## src/rtl/unpool_ctrl.sv

```systemverilog
// unpool_ctrl: sequences per-channel pooled/history reads into the unpooling datapath
module unpool_ctrl #(
    parameter int SIZE    = 8,
    parameter int MAX_CH  = 4,
    parameter int ADDR_W  = 10,
    parameter int TIMEOUT = 1023
) (
    input  logic                     clk,
    input  logic                     reset_n,
    input  logic                     start,
    input  logic [2:0]               num_ch,
    output logic                     busy,
    output logic                     done,
    output logic                     err,
    output logic                     mem_rd_en,
    output logic [ADDR_W-1:0]        mem_addr,
    input  logic signed [15:0]       mem_pooled,
    input  logic signed [2:0]        mem_history,
    output logic                     unpool_start,
    output logic signed [15:0]       pooled_value,
    output logic signed [2:0]        history_value,
    input  logic                     unpool_end,
    input  logic                     out_end
);
    localparam int N = SIZE * SIZE;
    localparam int K_W = $clog2(N + 1);
    localparam int W_W = $clog2(TIMEOUT + 1);
    localparam logic [K_W-1:0] K_LAST = K_W'(N - 1);
    localparam logic [W_W-1:0] W_LAST = W_W'(TIMEOUT);
    localparam logic [2:0] MAX_C = 3'(MAX_CH);

    typedef enum logic [2:0] {IDLE, ISSUE, DRAIN, WAIT_END, NEXT_CH, FINISH} state_t;

    state_t           state, next;
    logic [2:0]       ch, nch, nch_in;
    logic [K_W-1:0]   kc;
    logic [W_W-1:0]   wc;
    logic             rd_d1, out_seen, end_seen;
    logic             accept, last_ch, ended, seen_out, go, to;

    assign accept   = (state == IDLE) && start;
    assign nch_in   = (num_ch == 3'd0) ? 3'd1 : (num_ch > MAX_C) ? MAX_C : num_ch;
    assign last_ch  = (ch == nch - 3'd1);
    assign ended    = end_seen | unpool_end;
    assign seen_out = out_seen | out_end;
    assign go       = ended & (~last_ch | seen_out);
    assign to       = (wc == W_LAST) & ~go;

    // State register
    always_ff @(posedge clk or negedge reset_n) begin
        if (!reset_n)
            state <= IDLE;
        else
            state <= next;
    end

    // Next-state and state-decoded outputs
    always_comb begin
        next         = state;
        busy         = (state != IDLE);
        done         = (state == FINISH);
        mem_rd_en    = (state == ISSUE);
        unpool_start = (state == ISSUE) || (state == DRAIN) || (state == WAIT_END);
        mem_addr     = mem_rd_en ? ADDR_W'(32'(ch) * 32'(N) + 32'(kc)) : '0;
        case (state)
            IDLE:     next = start ? ISSUE : IDLE;
            ISSUE:    next = (kc == K_LAST) ? DRAIN : ISSUE;
            DRAIN:    next = (kc == K_W'(1)) ? WAIT_END : DRAIN;
            WAIT_END: next = go ? (last_ch ? FINISH : NEXT_CH) : (to ? FINISH : WAIT_END);
            NEXT_CH:  next = ISSUE;
            FINISH:   next = IDLE;
            default:  next = IDLE;
        endcase
    end

    // Read data arrives one cycle after the strobe; register it so element k lands two cycles after issue
    always_ff @(posedge clk or negedge reset_n) begin
        if (!reset_n) begin
            rd_d1         <= 1'b0;
            pooled_value  <= '0;
            history_value <= '0;
        end else begin
            rd_d1         <= mem_rd_en;
            pooled_value  <= rd_d1 ? mem_pooled : '0;
            history_value <= rd_d1 ? mem_history : '0;
        end
    end

    // Element counter (ISSUE and DRAIN) and wait-cycle counter (WAIT_END)
    always_ff @(posedge clk or negedge reset_n) begin
        if (!reset_n) begin
            kc <= '0;
            wc <= '0;
        end else begin
            kc <= ((state == ISSUE && kc != K_LAST) || (state == DRAIN && kc == '0)) ? kc + K_W'(1) : '0;
            wc <= (state == WAIT_END) ? wc + W_W'(1) : '0;
        end
    end

    // Job bookkeeping: channel count/index, error flag and the end/out_end captures
    always_ff @(posedge clk or negedge reset_n) begin
        if (!reset_n) begin
            ch       <= '0;
            nch      <= '0;
            err      <= 1'b0;
            out_seen <= 1'b0;
            end_seen <= 1'b0;
        end else begin
            nch      <= accept ? nch_in : nch;
            ch       <= accept ? 3'd0 : (state == NEXT_CH) ? ch + 3'd1 : ch;
            err      <= accept ? 1'b0 : (state == WAIT_END && to) ? 1'b1 : err;
            out_seen <= accept ? 1'b0 : (unpool_start && last_ch && out_end) ? 1'b1 : out_seen;
            end_seen <= (state == WAIT_END) && (next == WAIT_END) && ended;
        end
    end
endmodule

```

## config.mk

```make
export PLATFORM = sky130hd
export DESIGN_NAME = unpool_ctrl
export DESIGN_NICKNAME = d
export VERILOG_FILES = /design/src/rtl/unpool_ctrl.sv
export SDC_FILE = /design/constraint.sdc
export NUM_CORES = 1
export LEC_CHECK = 0
export CORE_UTILIZATION = 48
export CTS_BUF_LIST = sky130_fd_sc_hd__clkbuf_4 sky130_fd_sc_hd__clkbuf_8 sky130_fd_sc_hd__clkbuf_16
export DETAILED_ROUTE_END_ITERATION = 7
export HOLD_SLACK_MARGIN = 0.15
export PLACE_DENSITY = 0.89
export SLEW_MARGIN = 30
export SYNTH_ARGS = -nofsm -noshare
export SYNTH_HDL_FRONTEND = slang
export SYNTH_SLANG_ARGS = --single-unit
```

## constraint.sdc

```tcl
create_clock -name clk -period 1.9 [get_ports clk]
set_input_delay 0.19 -clock clk [delete_from_list [all_inputs] [get_ports clk]]
set_output_delay 0.19 -clock clk [all_outputs]
set_load 0.005 [all_outputs]
```

==> results_dict.tcl <==
set metrics [dict create \
    hold_path.class "in2reg" \
    critPathMaxFanout 8 \
    dpl.hpwl_mm 3.363 \
    peakVddDrop_mv 0.8672 \
    dieArea_um2 4879 \
    ys_seq_area_frac 0.5549 \
    place_congestion 0.7629 \
    reg2regPathDepth 6 \
    final_cell_mix "dfrtp_1 (48), clkdlybuf4s50_1 (46), and2_1 (25), buf_4 (20), nor2_1 (19)" \
    arrival_ns 1.64 \
    via_count 1780 \
    drive_gt1_frac 0.1742 \
    rsz0062_at_grt "no" \
    core_um2 4384 \
    fin_crit_sh 0.9619 \
    cp-end-kind "output port" \
    dr.pass1.iters 4 \
    wl_mm 4.995 \
    drtAntennaViolNets 0 \
    cp.required_ns 1.71 \
    grt_max_degree 50 \
    io_buffer_count 60 \
    start_util 0.5040 \
    rrSetupSlack_ns 0.22 \
    tns_ns 0 \
    clock_latency_ns 0.31 \
    drt_iter0_drc 82 \
    antenna_cells 0 \
    grt_use_total 0.2194 \
    path_clk_slew_ns 0.09 \
    rows 24 \
    skew_ns 0.01008 \
    syn_nets 236 \
    syn2layout_area_growth_pct 40.03 \
    clock_path_buffers 2 \
    die_w_um 69.85 \
    io_pins 61 \
    whs_path_depth 2 \
    drv.max_cap_violation_count 0 \
    antenna_found_initial 0 \
    synth_cells 201 \
    power_mw 3.247 \
    die_h_um 69.85 \
    grt_pass1_wl_mm 8.293 \
    r2r-start "state[2]" \
    via_per_inst 5.251 \
    grt-ovfl-total 0 \
    whs_endpoint "pooled_value[3]" \
    layout_commonest_cell "dfrtp_1" \
    drv_slew 0 \
    first_global_vias 1871 \
    min_from "mem_pooled[3]" \
    reg2reg_to "end_seen" \
    setup_viol 0 \
    drc_errors 0 \
    synth.avg_cell_area_um2 10.99 \
    hold_violations 0 \
    worst_pin_slew_ns 0.6066 \
    powerDensity_nw_per_um2 1049 \
    slew_headroom 0.5956 \
    fmax_mhz 547.2 \
    ys_warn_count 0 \
    min_period_ns 1.828 \
    cts_buffers 5 \
    p_leak_nw 1.416 \
    synthDistinctLibCells 43 \
    cts_tree "built" \
    crit_type "reg2out" \
    nets 321 \
    worst_setup_path_start_kind "flip-flop" \
    cts.sinks 49 \
    cts-root-buf "clkbuf_8" \
    yosys_register_bits 49 \
    wl_per_cell_um 14.73 \
    status "finished clean" \
    cts_max_level 2 \
    netlist_area_um2 2210 \
]
timing repair:
| item | 4_1_cts | 5_1_grt |
|---|---|---|
| cloned | 0 | 0 |
| hold buffers | 1 | 0 |
| endpoints found under the setup margin | 12 | 9 |
| setup buffers | 7 | 3 |
| hold endpoints to repair | 49 | 0 |
| pin swaps | 2 | 3 |
| gates resized for setup | 19 | 17 |
worst max-delay path, cell delays in order, from the launching register on:
cell	delay, ns
dfrtp_1	0.41
buf_4	0.14
buf_4	0.15
or3_1	0.40
clkdlybuf4s15_1	0.23
routing by layer:
metal  GRT usage  wire length [um]  vias up
li1            -                 -      850
met1      0.2583              1958      860
met2      0.3558              2562       63
met3     0.07504               404        7
met4      0.1133                70        0
met5           0                 0        -
synthesized netlist by cell type, drive strengths merged:
cell,count,area [um^2]
nand3b,1,7.510
o31ai,1,12.51
clkbuf,2,7.510
xor2,6,52.55
and3,3,18.77
mux2i,1,10.01
o2111ai,1,8.760
mux2,1,11.26
a211o,1,8.760
buf,3,27.52
nand2,12,45.04
xor3,1,23.77
dfrtp,49,1226
o311ai,1,8.760
nor3b,1,7.510
a21oi,2,10.01
o21ai,7,35.03
nand4,1,6.260
nor4b,1,8.760
nand4b,1,8.760
and2,25,156.4
inv,9,33.78
and4,3,26.28
nor4,3,18.77
a22o,1,10.01
or3b,1,8.760
nor2,21,78.83
a32o,1,10.01
nor2b,1,6.260
ha,8,100.1
a21o,1,7.510
a22oi,1,7.510
xnor2,8,70.07
nor3,6,35.03
or3,3,18.77
nand3,8,40.04
o41a,1,11.26
a31oi,2,12.51
or2,2,12.51
power by group:
| group | switching, mW | total [mW] | leakage, nW | internal, mW |
|---|---|---|---|---|
| combinational | 0.531 | 1.25 | 0.749 | 0.716 |
| sequential | 0.147 | 1.40 | 0.622 | 1.25 |
| clock | 0.351 | 0.605 | 0.0439 | 0.254 |
| total | 1.03 | 3.25 | 1.42 | 2.22 |
final cells by class:
class                   instances  area [um^2]
clock buffers                   5        68.82
clock inverters                 3        17.52
fillers                       308         1290
inverters                       9        33.78
multi-input cells             138        937.1
flip-flops and latches         49         1227
well taps                      52        65.06
repair buffers                 83        744.5
through the flow:
step | worst slack (ns) | utilization | instances | hold slack [ns] | instance area, um^2
6_report | 0.07242 | 0.7058 | 339 | 0.4477 | 3094
5_1_grt | 0.01397 | 0.7058 | 339 | 0.4399 | 3094
4_1_cts | 0.0001886 | 0.7035 | 336 | 0.4373 | 3084
3_5_place_dp | 0.001238 | 0.6672 | 320 | 0.3235 | 2925
3_3_place_gp | -0.03353 | 0.6672 | 320 | 0.3212 | 2925
2_1_floorplan | 0.1823 | - | 201 | -0.1056 | 2210
logic make-up (layout without fill, tap and decap cells):
kind of cell             after synthesis  count (layout)  share of synthesized area
XOR/XNOR                              15              15                    0.06625
multiplexers                           2               2                   0.009626
adder cells (fa/ha/maj)                8               8                    0.04530
buffers and inverters                 14             100                    0.03114
AO/OA/AOI/OAI                         20              20                    0.06455
flip-flops                            49              49                     0.5549
AND/OR/NAND/NOR                       93              93                     0.2282
sequential cells by signal, indices dropped and copies added, names as in the netlist:
register / flops
out_seen: 1
err: 1
end_seen: 1
state: 3
nch: 3
wc: 10
kc: 7
pooled_value: 16
history_value: 3
ch: 3
rd_d1: 1
worst max-delay path by stage:
stage	to	depth (start not counted)	slack (ns)	startpoint
2_1_floorplan	state[2]	6	0.18	nch[0]
3_3_place_gp	mem_addr[8]	5	-0.03	ch[0]
3_5_place_dp	mem_addr[8]	5	0.001	ch[0]
4_1_cts	mem_addr[6]	7	0.0002	state[2]
5_1_grt	mem_addr[2]	6	0.01	state[2]
6_report	busy	4	0.07	state[2]
Note: power is estimated with default switching activity, not from simulation.
